`src/rtl/cpu_pc_pkg.sv`:
```
// ---------------------------------------------------------------------------
// cpu_pc_pkg
// Shared definitions for the SM5xx program-counter / return-stack unit:
//   - pc_op_t    : operation code driven by the instruction decoder
//   - PL_MODE_*  : selects the Pl step function (binary or polynomial)
//   - PL_WIDTH   : width of the Pl (page-local) field, always the PC low bits
// ---------------------------------------------------------------------------
package cpu_pc_pkg;

  localparam int PL_WIDTH = 6;

  localparam int PL_MODE_BINARY = 0;
  localparam int PL_MODE_LFSR   = 1;

  typedef enum logic [2:0] {
    NOP        = 3'd0,
    STEP       = 3'd1,
    JUMP_SHORT = 3'd2,
    JUMP_LONG  = 3'd3,
    CALL       = 3'd4,
    RET        = 3'd5,
    ATPL       = 3'd6,
    SSR        = 3'd7
  } pc_op_t;

endpackage

```
`src/rtl/pc_stack_unit_if.sv`:
```
// ---------------------------------------------------------------------------
// pc_stack_unit_if
// Decoder <-> PC unit bundle.
//   Requests (decoder -> unit): en, op, addr, imm
//   Status   (unit -> decoder): pc, stack_top, level, in_subroutine, overflow
// master = instruction decoder side, slave = pc_stack_unit side.
// ---------------------------------------------------------------------------
interface pc_stack_unit_if
  import cpu_pc_pkg::*;
#(
  parameter int PC_WIDTH = 12
);

  logic                en;
  pc_op_t              op;
  logic [PC_WIDTH-1:0] addr;
  logic [PL_WIDTH-1:0] imm;

  logic [PC_WIDTH-1:0] pc;
  logic [PC_WIDTH-1:0] stack_top;
  logic [3:0]          level;
  logic                in_subroutine;
  logic                overflow;

  modport master (
    output en, op, addr, imm,
    input  pc, stack_top, level, in_subroutine, overflow
  );

  modport slave (
    input  en, op, addr, imm,
    output pc, stack_top, level, in_subroutine, overflow
  );

endinterface

```
`src/rtl/pl_step.sv`:
```
// ---------------------------------------------------------------------------
// pl_step
// Purely combinational next-Pl function used by STEP.
//   pl_i : current Pl (PC low bits)
//   pl_o : Pl after one step
// PL_MODE_BINARY : plain increment, wrapping 0x3F -> 0x00.
// PL_MODE_LFSR   : SM510 polynomial counter, new MSB = XNOR of the two LSBs,
//                  remaining bits shift right.
// ---------------------------------------------------------------------------
module pl_step
  import cpu_pc_pkg::*;
#(
  parameter int PL_MODE = PL_MODE_LFSR
) (
  input  logic [PL_WIDTH-1:0] pl_i,
  output logic [PL_WIDTH-1:0] pl_o
);

  if (PL_MODE == PL_MODE_LFSR) begin : g_lfsr
    assign pl_o = {~(pl_i[1] ^ pl_i[0]), pl_i[PL_WIDTH-1:1]};
  end else begin : g_binary
    assign pl_o = pl_i + PL_WIDTH'(1);
  end

endmodule

```
`src/rtl/pc_stack_unit.sv`:
```
// ---------------------------------------------------------------------------
// pc_stack_unit
// Program counter and return stack for the SM5xx cores. One operation per
// enabled tick; every result is registered and visible after the clock edge.
//   clk   : system clock
//   reset : synchronous, active-high
//   bus   : pc_stack_unit_if.slave (en/op/addr/imm in, pc/stack_top/level/
//           in_subroutine/overflow out)
// Stack entry 0 is the top. Push shifts toward the bottom and drops the
// oldest entry when full; pop shifts toward the top and leaves the bottom
// entry duplicated, as the silicon does.
// ---------------------------------------------------------------------------
module pc_stack_unit
  import cpu_pc_pkg::*;
#(
  parameter int                  PC_WIDTH    = 12,
  parameter int                  STACK_DEPTH = 2,
  parameter int                  PL_MODE     = PL_MODE_LFSR,
  parameter logic [PC_WIDTH-1:0] RESET_PC    = '0
) (
  input logic            clk,
  input logic            reset,
  pc_stack_unit_if.slave bus
);

  if (PC_WIDTH < 10 || STACK_DEPTH < 1 || STACK_DEPTH > 8) begin : g_bad_param
    $error("pc_stack_unit: PC_WIDTH must be >= 10 and STACK_DEPTH in 1..8");
  end

  typedef logic [PC_WIDTH-1:0] pc_t;

  localparam logic [3:0] DEPTH_LVL = 4'(STACK_DEPTH);

  pc_t                 pc_q, pc_d;
  pc_t                 stack_q [STACK_DEPTH];
  pc_t                 stack_d [STACK_DEPTH];
  logic [PL_WIDTH-1:0] pl_prev_q, pl_prev_d;
  logic [3:0]          level_q, level_d;
  logic                overflow_q, overflow_d;
  logic [PL_WIDTH-1:0] pl_next;

  pl_step #(
    .PL_MODE(PL_MODE)
  ) u_pl_step (
    .pl_i(pc_q[PL_WIDTH-1:0]),
    .pl_o(pl_next)
  );

  always_comb begin
    // NOTE: every next-state signal gets its hold value first, so no path
    // through the case leaves one unassigned and no latch is inferred.
    pc_d       = pc_q;
    stack_d    = stack_q;
    pl_prev_d  = pl_prev_q;
    level_d    = level_q;
    overflow_d = overflow_q;

    if (bus.en) begin
      case (bus.op)
        STEP: begin
          // Only Pl advances; Pu/Pm never see a carry.
          pl_prev_d              = pc_q[PL_WIDTH-1:0];
          pc_d[PL_WIDTH-1:0]     = pl_next;
        end
        JUMP_SHORT: pc_d[PL_WIDTH-1:0] = bus.imm;
        JUMP_LONG:  pc_d = bus.addr;
        CALL: begin
          pc_d       = bus.addr;
          stack_d[0] = pc_q;
          for (int i = 1; i < STACK_DEPTH; i++) stack_d[i] = stack_q[i-1];
          if (level_q < DEPTH_LVL) level_d = level_q + 4'd1;
          else                     overflow_d = 1'b1;
        end
        RET: begin
          // An empty-stack RET still pops: entry 0 is loaded, no flag raised.
          pc_d = stack_q[0];
          for (int i = 0; i < STACK_DEPTH - 1; i++) stack_d[i] = stack_q[i+1];
          if (level_q != 4'd0) level_d = level_q - 4'd1;
        end
        // Page bits come from before the last STEP, so a Pl that stepped
        // across a 16-word boundary is pulled back into the original page.
        ATPL: pc_d[PL_WIDTH-1:0] = {pl_prev_q[5:4], bus.imm[3:0]};
        SSR:  stack_d[0][9:6]    = bus.imm[3:0];
        default: ;
      endcase
    end
  end

  always_ff @(posedge clk) begin
    // NOTE: state registers use non-blocking assignments so every register
    // samples the pre-edge values and simulation matches the synthesized flops.
    if (reset) begin
      pc_q       <= RESET_PC;
      pl_prev_q  <= RESET_PC[PL_WIDTH-1:0];
      level_q    <= 4'd0;
      overflow_q <= 1'b0;
      // NOTE: the stack is a handful of flops, not a RAM, so it is reset;
      // RET from an empty stack must return a defined address.
      for (int i = 0; i < STACK_DEPTH; i++) stack_q[i] <= '0;
    end else begin
      pc_q       <= pc_d;
      pl_prev_q  <= pl_prev_d;
      level_q    <= level_d;
      overflow_q <= overflow_d;
      stack_q    <= stack_d;
    end
  end

  assign bus.pc            = pc_q;
  assign bus.stack_top     = stack_q[0];
  assign bus.level         = level_q;
  assign bus.in_subroutine = (level_q != 4'd0);
  assign bus.overflow      = overflow_q;

endmodule

```
`src/flat_wrapper.sv`:
```
// flat-port wrapper written by rule: the top's interface ports become plain ports
module pc_stack_unit_flat import cpu_pc_pkg::*;
#(
  parameter int                  PC_WIDTH    = 12,
  parameter int                  STACK_DEPTH = 2,
  parameter int                  PL_MODE     = PL_MODE_LFSR,
  parameter logic [PC_WIDTH-1:0] RESET_PC    = '0
)
  (clk, reset, bus_en, bus_op, bus_addr, bus_imm, bus_pc, bus_stack_top, bus_level, bus_in_subroutine, bus_overflow);
  pc_stack_unit_if #(.PC_WIDTH(PC_WIDTH)) bus_i ();
  input logic clk;
  input logic reset;
  input wire logic [$bits(bus_i.en)-1:0] bus_en;
  input wire logic [$bits(bus_i.op)-1:0] bus_op;
  input wire logic [$bits(bus_i.addr)-1:0] bus_addr;
  input wire logic [$bits(bus_i.imm)-1:0] bus_imm;
  output wire logic [$bits(bus_i.pc)-1:0] bus_pc;
  output wire logic [$bits(bus_i.stack_top)-1:0] bus_stack_top;
  output wire logic [$bits(bus_i.level)-1:0] bus_level;
  output wire logic [$bits(bus_i.in_subroutine)-1:0] bus_in_subroutine;
  output wire logic [$bits(bus_i.overflow)-1:0] bus_overflow;
  assign bus_i.en = bus_en;
  assign bus_i.op = bus_op;
  assign bus_i.addr = bus_addr;
  assign bus_i.imm = bus_imm;
  assign bus_pc = bus_i.pc;
  assign bus_stack_top = bus_i.stack_top;
  assign bus_level = bus_i.level;
  assign bus_in_subroutine = bus_i.in_subroutine;
  assign bus_overflow = bus_i.overflow;
  pc_stack_unit #(.PC_WIDTH(PC_WIDTH), .STACK_DEPTH(STACK_DEPTH), .PL_MODE(PL_MODE), .RESET_PC(RESET_PC)) u_core (.clk(clk), .reset(reset), .bus(bus_i));
endmodule
```
`config.mk`:
```
export PLATFORM = sky130hd
export DESIGN_NAME = pc_stack_unit_flat
export DESIGN_NICKNAME = d
export VERILOG_FILES = /design/src/rtl/cpu_pc_pkg.sv /design/src/rtl/pc_stack_unit_if.sv /design/src/rtl/pl_step.sv /design/src/rtl/pc_stack_unit.sv /design/src/flat_wrapper.sv
export SDC_FILE = /design/constraint.sdc
export NUM_CORES = 1
export LEC_CHECK = 0
export ABC_AREA = 0
export CORE_MARGIN = 3
export CORE_UTILIZATION = 40
export CTS_CLUSTER_SIZE = 10
export DETAILED_ROUTE_END_ITERATION = 8
export PLACE_DENSITY_LB_ADDON = 0.3
export SYNTH_ARGS = -nofsm -noshare
export SYNTH_HDL_FRONTEND = slang
export SYNTH_SLANG_ARGS = --single-unit
```
`constraint.sdc`:
```
create_clock -name clk -period 2.99 [get_ports clk]
set_input_delay 0.299 -clock clk [delete_from_list [all_inputs] [get_ports clk]]
set_output_delay 0.299 -clock clk [all_outputs]
set_load 0.005 [all_outputs]
```
==> flow_summary.yaml, run 1 <==
outcome:
  status: "complete, no violations"
route:
  drtAntennaViolNets: 0
  met2_length_um: 2710
  highest_layer: "met4"
  route.detailed.wl_per_inst_um: 15.5
  drtPass1Iterations: 4
  drt_wl_total_um: 5850
  drt_iter0_drc: 128
  vias: 2082
  drc: 0
  viasPerCell: 5.51
  m1WireLength_um: 2750
  wl_met3_um: 282
yosys:
  synth-seq-cells: 43
  synth_compound_area_share_pct: 22.5
  synth_edf_count: 0
  yosys.area_share.simple_pct: 18.8
  yosys_warnings: 0
  synth_seq_area_share_pct: 37.5
  synthMuxAreaShare_pct: 10.1
  avgSynthCellArea_sq_um: 8.40
  synth_area_sq_mm: 0.00229
  async_flop_share_pct: 0
  synthesis.nets: 298
  synth_top_family_by_area: "compound AO/OA/AOI/OAI gates"
  yosysUniqueCellTypes: 45
  synth_xor_area_share_pct: 1.15
  synth_cells: 273
  synthAdderAreaFrac_pct: 0.546
  ys.flop_type: "dfxtp_1"
critical_path:
  crit_type: "register to primary output"
  path_buf_inv: 2
  endpoint_kind: "primary output"
  required_ps: 2690
  critPathMaxFanout: 7
  rr_startpoint: "u_core.bus.level[1]$_SDFFE_PP0P_"
  ff2ff_path_depth: 5
  cp_top_family: "simple AND/OR/NAND/NOR gates"
  crit_arrival_ps: 1830
  crit_path_max_incr_delay_ps: 510
  reg2reg_to: "u_core.bus.level[2]$_SDFFE_PP0P_"
  r2r_setup_slack_ps: 1180
  worstPathCellList: "or3_1, nor2_2, inv_1, clkdlybuf4s50_1"
  critPathSlowestCell: "or3_1"
  start_kind: "register"
grt:
  grt-ovfl-total: 0
  antenna_found_initial: 0
  grt_pass1_vias: 1891
  grt_max_degree: 45
  grt_usage_pct: 18.5
  grt_pass1_wl_um: 9430
clock_network:
  post_cts_buffers: 0
  cts-root-buf: "clkbuf_8"
  path_clk_slew_ps: 80
  cts_tree: "done"
  cts-buffers-inserted: 5
  clk_latency_ps: 290
  htree_levels: 2
  cts_hold_buf: 0
  clockBufferDepth: 2
  cts_num_sinks: 43
  post_cts_resized: 0
placed_design:
  gp_congestion: 0.794
  port_buffers: 53
  hpwl_um: 4010
  place_area_sq_mm: 0.00277
sta:
  tightest_slew_ps: 592
  skew_ps: 5.67
  setup_viol: 0
  drv_slew: 0
  period_share_pct: 71.3
  grt_setup_unrepaired: "false"
  tns_ps: 0
  fmax_ghz: 0.469
  hold_violations: 0
  fin_crit_ps: 2130
  relSlewSlack_pct: 60.4
finish:
  fin_area_sq_mm: 0.00286
  syn2layout_area_growth_pct: 24.8
  antenna_cells: 0
  regArea_sq_um: 861
  multi_input_area_sq_mm: 0.00122
  n_fill_cell: 547
  layout-drive-gt1-share_pct: 8.12
  nets: 333
pwr:
  power_density_mw_per_mm2: 431
  p_leak_nw: 1.10
  peakVddDrop_uv: 277
die:
  die_area_sq_mm: 0.00668
  start_util_pct: 43.0
  dieWidth_um: 81.7
  io_pins: 54
  die_y_um: 81.7
  rows: 26
  core_sq_mm: 0.00534
hold_path:
  hold_depth: 2
  hp-start: "u_core.stack_q[2]$_SDFFE_PP0P_"
  hold_path_class: "register to register"
  hold_path_end: "u_core.stack_q[2]$_SDFFE_PP0P_"
job:
  maxCapViolCount: 0
## cell families (layout without fill, tap and decap cells)
| logic type | after synthesis | in the layout |
|---|---|---|
| buf+inv | 37 | 72 |
| fa+ha+maj | 1 | 1 |
| simple gates | 90 | 90 |
| xor+xnor | 3 | 3 |
| flops | 43 | 43 |
| compound gates | 76 | 76 |
| mux | 23 | 23 |
## per-layer routing
| metal | track usage (%) | vias to the layer above |
|---|---|---|
| li1 | - | 1032 |
| met1 | 26.3 | 986 |
| met2 | 27.2 | 56 |
| met3 | 3.95 | 8 |
| met4 | 7.31 | 0 |
| met5 | 0 | - |
## Yosys cell counts (all sizes together), types with 4 or more instances
library cell | number | area [sq um]
a211oi | 19 | 143
a21oi | 22 | 110
a221oi | 4 | 35.0
a311oi | 4 | 35.0
buf | 27 | 179
clkbuf | 7 | 26.3
dfxtp | 43 | 861
mux2i | 22 | 220
nand2 | 31 | 119
nand3b | 4 | 42.5
nor2 | 34 | 138
nor2b | 5 | 31.3
o21ai | 12 | 63.8
## registers in the layout, indices dropped and copies added, names as in the netlist
signal and count:
u_core.bus.overflow 1, u_core.bus.level 4, u_core.pl_prev_q 2, u_core.bus.stack_top 12, u_core.stack_q 12, u_core.bus.pc 12
## worst max-delay path by stage
stage                     slack (ps)                                to                        startpoint  cells after the start
final                            860                 bus_in_subroutine  u_core.bus.level[1]$_SDFFE_PP0P_                      4
after global routing             750    u_core.stack_q[5]$_SDFFE_PP0P_                            bus_en                      5
after CTS                        850                 bus_in_subroutine  u_core.bus.level[1]$_SDFFE_PP0P_                      4
after detailed placement         640    u_core.stack_q[9]$_SDFFE_PP0P_                            bus_en                      5
after global placement           710  u_core.bus.level[2]$_SDFFE_PP0P_                         bus_op[1]                      7
after floorplan                  860  u_core.bus.level[2]$_SDFFE_PP0P_                         bus_op[1]                      8
## final cells by class
class | instances | area share (%)
Multi-Input combinational cell | 193 | 42.5
Clock inverter | 1 | 0.175
Clock buffer | 6 | 2.89
Timing Repair Buffer | 62 | 20.9
Tap cell | 70 | 3.06
Sequential cell | 43 | 30.1
Inverter | 3 | 0.394
## worst reg2reg max path: cells and delay by family (launching register included)
kind                     cells  cell delay, ps
AO/OA/AOI/OAI                1             200
XOR/XNOR                     1             130
adder cells (fa/ha/maj)      1             210
flip-flops                   1             480
multiplexers                 1             340
AND/OR/NAND/NOR              1             360
## stage by stage
step | setup WS, ps | utilization, % | total power [mW] | std cells | hold slack, ps
floorplan | 863 | - | 0.772 | 273 | 436
global placement | 715 | 52.0 | 0.869 | 371 | 441
detailed placement | 644 | 52.0 | 0.872 | 371 | 447
CTS | 850 | 53.6 | 1.24 | 378 | 458
global route | 750 | 53.6 | 1.29 | 378 | 478
finish | 857 | 53.6 | 1.23 | 378 | 457
## cells in the final DEF, fill, tap and decap left out, types with 2 or more instances in the layout
master,n
clkdlybuf4s50_1,53
nand2_1,30
clkbuf_8,6
a211oi_1,19
nand3_1,2
nor2_1,32
mux2i_1,22
o21ai_0,10
nand2b_1,3
a221oi_1,4
a21o_1,2
or3_1,3
nand3b_1,3
inv_1,3
nor2b_1,5
a311oi_1,4
a31oi_1,2
nor3_1,3
buf_4,9
xnor2_1,3
o32ai_1,3
dfxtp_1,43
a21oi_1,22
## power by group
part / leakage [nW] / total, mW / switching, mW / internal [mW]
Combinational: 0.701 / 0.236 / 0.109 / 0.127
Sequential: 0.350 / 0.623 / 0.0268 / 0.596
Clock: 0.0470 / 0.375 / 0.193 / 0.181
(Power assumes the default switching activity.)
==> inputs of run 2 (changes only) <==
- clock period: 2.99 -> 1.9 ns (I/O delays scaled with it)
==> run 2 against run 1 <==
Total power increased by 72%; critical path depth increased by 3; clock power increased by 99%; setup slack got worse by 800 ps; first-iteration DRC count increased by 76%; final area increased by 6.1%; count of clock-buffer cells in the layout unchanged; die area unchanged; global-route usage decreased by 0.11 points; via count increased by 2.4%; register-to-register slack got worse by 1000 ps; largest cell class unchanged.
==> flow_summary.yaml, run 2 (same netlist as run 1, synthesis figures left out) <==
clock_network:
  cts-buffers-inserted: 5
  htree_levels: 2
  cts_num_sinks: 43
  cts_tree: "done"
  clk_latency_ps: 290
  cts-root-buf: "clkbuf_8"
  clockBufferDepth: 2
  cts_hold_buf: 0
  path_clk_slew_ps: 80
route:
  met2_length_um: 2800
  drt_wl_total_um: 5890
  drt_iter0_drc: 225
  m1WireLength_um: 2720
  wl_met3_um: 300
  viasPerCell: 5.43
  route.detailed.wl_per_inst_um: 15.0
  vias: 2133
  highest_layer: "met4"
  drtPass1Iterations: 4
  drtAntennaViolNets: 0
  drc: 0
grt:
  grt_pass1_wl_um: 9560
  grt_usage_pct: 18.4
  grt-ovfl-total: 0
  antenna_found_initial: 0
  grt_pass1_vias: 1980
  grt_max_degree: 37
sta:
  relSlewSlack_pct: 77.5
  setup_viol: 0
  grt_setup_unrepaired: "false"
  drv_slew: 0
  tns_ps: 0
  skew_ps: 2.67
  period_share_pct: 96.9
  hold_violations: 0
  fmax_ghz: 0.543
  tightest_slew_ps: 338
  fin_crit_ps: 1840
finish:
  nets: 347
  antenna_cells: 0
  finalNonFillerCells: 393
  n_fill_cell: 515
  syn2layout_area_growth_pct: 32.4
  multi_input_area_sq_mm: 0.00124
  layout-drive-gt1-share_pct: 13.9
  final_cell_mix: "clkdlybuf4s50_1, dfxtp_1, nor2_1, nand2_1"
  regArea_sq_um: 866
  final_common_cell: "clkdlybuf4s50_1"
critical_path:
  reg2reg_to: "u_core.bus.level[2]$_SDFFE_PP0P_"
  crit_arrival_ps: 2030
  critPathMaxFanout: 2
  endpoint_kind: "register"
  crit_end: "u_core.bus.level[2]$_SDFFE_PP0P_"
  start_kind: "input pin"
  required_ps: 2090
  r2r_setup_slack_ps: 150
  crit_type: "input pin to register"
  startpoint: "bus_op[0]"
  rr_startpoint: "u_core.bus.level[1]$_SDFFE_PP0P_"
  ff2ff_path_depth: 6
placed_design:
  dpl.cell_count: 382
  port_buffers: 53
  hpwl_um: 4170
  gp_congestion: 0.806
pwr:
  clkPwrFrac_pct: 35.2
  sw_frac_of_total_pct: 25.5
  pwr-share-comb_pct: 18.8
  p_sw_uw: 543
  peakVddDrop_uv: 358
  seqPwrFrac_pct: 46.0
  intPower_mw: 1.59
  power_density_mw_per_mm2: 701
  p_leak_nw: 1.20
die:
  die_area_sq_mm: 0.00668
  rows: 26
  start_util_pct: 43.0
  io_pins: 54
  die_y_um: 81.7
  dieWidth_um: 81.7
  core_sq_mm: 0.00534
job:
  maxCapViolCount: 0
outcome:
  status: "complete, no violations"
hold_path:
  hold_path_class: "register to register"
## run 2: area by class of cell
cell class	instances	area share (%)
inverter	3	0.371
timing repair buffer	76	23.7
multi-input combinational	193	40.7
tap	70	2.88
clock inverter	2	1.15
clock buffer	6	2.72
sequential	43	28.5
## run 2: worst max-delay path: stages
cell and delay [ps]:
clkdlybuf4s50_1 520, nand3b_1 150, xnor2_2 160, ha_2 170, or3_1 310, o31ai_2 190, mux2_1 330
## run 2: how the worst min path moves through the flow
stage	startpoint	to	slack [ps]	depth (start not counted)
2_1_floorplan	bus_addr[3]	u_core.bus.pc[3]$_SDFFE_PP0P_	350	2
3_3_place_gp	u_core.stack_q[2]$_SDFFE_PP0P_	u_core.stack_q[2]$_SDFFE_PP0P_	440	2
3_5_place_dp	u_core.stack_q[11]$_SDFFE_PP0P_	u_core.stack_q[11]$_SDFFE_PP0P_	450	2
4_1_cts	u_core.stack_q[11]$_SDFFE_PP0P_	u_core.stack_q[11]$_SDFFE_PP0P_	460	2
5_1_grt	u_core.stack_q[2]$_SDFFE_PP0P_	u_core.stack_q[2]$_SDFFE_PP0P_	470	2
6_report	u_core.stack_q[11]$_SDFFE_PP0P_	u_core.stack_q[11]$_SDFFE_PP0P_	460	2
## run 2: stage by stage
stage	area, sq um	power [mW]	hold WS [ps]	worst slack (ps)	utilization (%)
after floorplan	2320	1.22	349	-55.8	-
after global placement	2880	1.39	441	-298	54.0
after detailed placement	2880	1.39	449	-306	54.0
after CTS	3010	2.14	460	6.36	56.3
after global routing	3040	2.22	472	2.66	56.9
final	3040	2.13	459	58.7	56.9
## run 2: power by group through the flow
stage	clock network [mW]	registers (mW)	logic, mW
after detailed placement	0	1.00	0.391
after global routing	0.792	0.985	0.440
final	0.748	0.979	0.401
after CTS	0.758	0.981	0.397
after floorplan	0	0.991	0.228
after global placement	0	1.00	0.386
## run 2: routing by layer
metal	up-vias	track usage [%]
li1	1059	-
met1	1000	24.8
met4	0	5.48
met3	8	4.39
met2	66	29.2
met5	-	0
## run 2: timing repair
| action | CTS | global route |
|---|---|---|
| buffers inserted | 1 | 2 |
| setup endpoints to repair | 1 | 2 |
| hold endpoints to repair | 0 | 0 |
| gates resized for setup | 1 | 5 |
| pin swaps | 1 | 3 |
==> inputs of run 3 (changes only) <==
- clock period: 1.9 -> 2.1 ns (I/O delays scaled with it)
==> run 3 against run 2 <==
Clock skew up 2.4 ps; die area is the same; setup slack improved by 76 ps; sequential share of layout area rose by 1.1 points; wire length decreased by 3.0%; worst hold slack worse by 2.2 ps; register-to-register slack improved by 170 ps; combinational power fell by 14%; critical path depth is 3 lower; largest cell class unchanged; clock power is 31% lower.
==> flow_summary.yaml, run 3 (same netlist as run 1, synthesis figures left out) <==
placed_design:
  dpl.cell_count: 377
  place_area_sq_mm: 0.00282
  hpwl_um: 4100
  gp_congestion: 0.795
  port_buffers: 53
route:
  drt_iter0_drc: 95
  viasPerCell: 5.42
  vias: 2088
  drt_wl_total_um: 5720
  drtPass1Iterations: 4
  drc: 0
  route.detailed.wl_per_inst_um: 14.8
  drtAntennaViolNets: 0
finish:
  final_cell_mix: "clkdlybuf4s50_1, dfxtp_1, nor2_1, nand2_1"
  finalNonFillerCells: 385
  n_fill_cell: 523
  antenna_cells: 0
  fin_area_sq_mm: 0.00291
  multi_input_area_sq_mm: 0.00122
  final_common_cell: "clkdlybuf4s50_1"
  nets: 339
  regArea_sq_um: 861
  syn2layout_area_growth_pct: 26.8
  layout-drive-gt1-share_pct: 10.2
  utilization_pct: 54.5
clock_network:
  cts_hold_buf: 0
  path_clk_slew_ps: 80
  clockBufferDepth: 2
  cts_tree: "done"
  htree_levels: 2
  cts-buffers-inserted: 5
  clk_latency_ps: 290
  cts-root-buf: "clkbuf_8"
  cts_num_sinks: 43
critical_path:
  r2r_setup_slack_ps: 320
  crit_type: "register to primary output"
  crit_arrival_ps: 1760
  ff2ff_path_depth: 5
  required_ps: 1890
  endpoint_kind: "primary output"
  start_kind: "register"
  reg2reg_to: "u_core.bus.level[2]$_SDFFE_PP0P_"
  rr_startpoint: "u_core.bus.level[1]$_SDFFE_PP0P_"
  critPathMaxFanout: 7
die:
  die_y_um: 81.7
  rows: 26
  die_area_sq_mm: 0.00668
  dieWidth_um: 81.7
  start_util_pct: 43.0
  io_pins: 54
  core_sq_mm: 0.00534
sta:
  tightest_slew_ps: 341
  skew_ps: 5.05
  fmax_ghz: 0.509
  relSlewSlack_pct: 77.3
  period_share_pct: 93.6
  setup_viol: 0
  hold_violations: 0
  fin_crit_ps: 1970
  grt_setup_unrepaired: "false"
  drv_slew: 0
pwr:
  p_leak_nw: 1.12
  power_density_mw_per_mm2: 599
  total_power_mw: 1.74
  peakVddDrop_uv: 380
grt:
  grt_pass1_vias: 1898
  antenna_found_initial: 0
  grt_max_degree: 28
  grt_pass1_wl_um: 9180
  grt_usage_pct: 17.6
  grt-ovfl-total: 0
hold_path:
  hold_depth: 2
  hp-start: "u_core.stack_q[0]$_SDFFE_PP0P_"
  hold_path_end: "u_core.stack_q[0]$_SDFFE_PP0P_"
  hold_path_class: "register to register"
outcome:
  status: "complete, no violations"
job:
  maxCapViolCount: 0
run 3: layout make-up:
| type | instances | area share, % |
|---|---|---|
| Timing Repair Buffer | 68 | 22.1 |
| Inverter | 3 | 0.387 |
| Clock buffer | 6 | 2.49 |
| Tap cell | 70 | 3.01 |
| Sequential cell | 43 | 29.6 |
| Clock inverter | 2 | 0.430 |
| Multi-Input combinational cell | 193 | 42.0 |
run 3: critical path: stages (launching register included):
cell and delay (ps):
dfxtp_1 380, or3_4 450, nor2_2 140, inv_1 60
clkdlybuf4s50_1 440
run 3: power breakdown:
part / internal, mW / switching, mW / leakage, nW
logic: 0.187 / 0.156 / 0.728
registers: 0.849 / 0.0378 / 0.350
clock network: 0.233 / 0.281 / 0.0412
total: 1.27 / 0.475 / 1.12
run 3: layer usage:
layer / part of all wire, % / vias up / wire length, um / track usage, %
li1: - / 1047 / - / -
met2: 46 / 60 / 2650 / 26.6
met5: 0 / - / 0 / 0
met3: 4.3 / 8 / 248 / 3.29
met4: 1.1 / 0 / 63 / 4.65
met1: 48 / 973 / 2760 / 25.5
run 3: worst max path at each step:
| stage | from | to | cells after the start |
|---|---|---|---|
| floorplan | bus_op[1] | u_core.bus.level[2]$_SDFFE_PP0P_ | 8 |
| global placement | bus_op[1] | u_core.bus.level[2]$_SDFFE_PP0P_ | 7 |
| detailed placement | bus_op[1] | u_core.bus.level[2]$_SDFFE_PP0P_ | 7 |
| CTS | u_core.bus.level[1]$_SDFFE_PP0P_ | bus_in_subroutine | 4 |
| global route | u_core.bus.level[1]$_SDFFE_PP0P_ | bus_in_subroutine | 4 |
| finish | u_core.bus.level[1]$_SDFFE_PP0P_ | bus_in_subroutine | 4 |
run 3: metrics by stage:
| stage | hold WS (ps) | TNS (ps) | setup slack (ps) |
|---|---|---|---|
| after floorplan | 369 | 0 | 61.6 |
| after global placement | 440 | -47.2 | -47.2 |
| after detailed placement | 446 | -119 | -119 |
| after CTS | 456 | 0 | 56.4 |
| after global routing | 481 | 0 | 64.6 |
| final | 457 | 0 | 135 |
run 3: repair_timing:
item                       4_1_cts  5_1_grt
resized for setup                0        1
setup endpoints to repair        0        1
setup buffers                    0        0
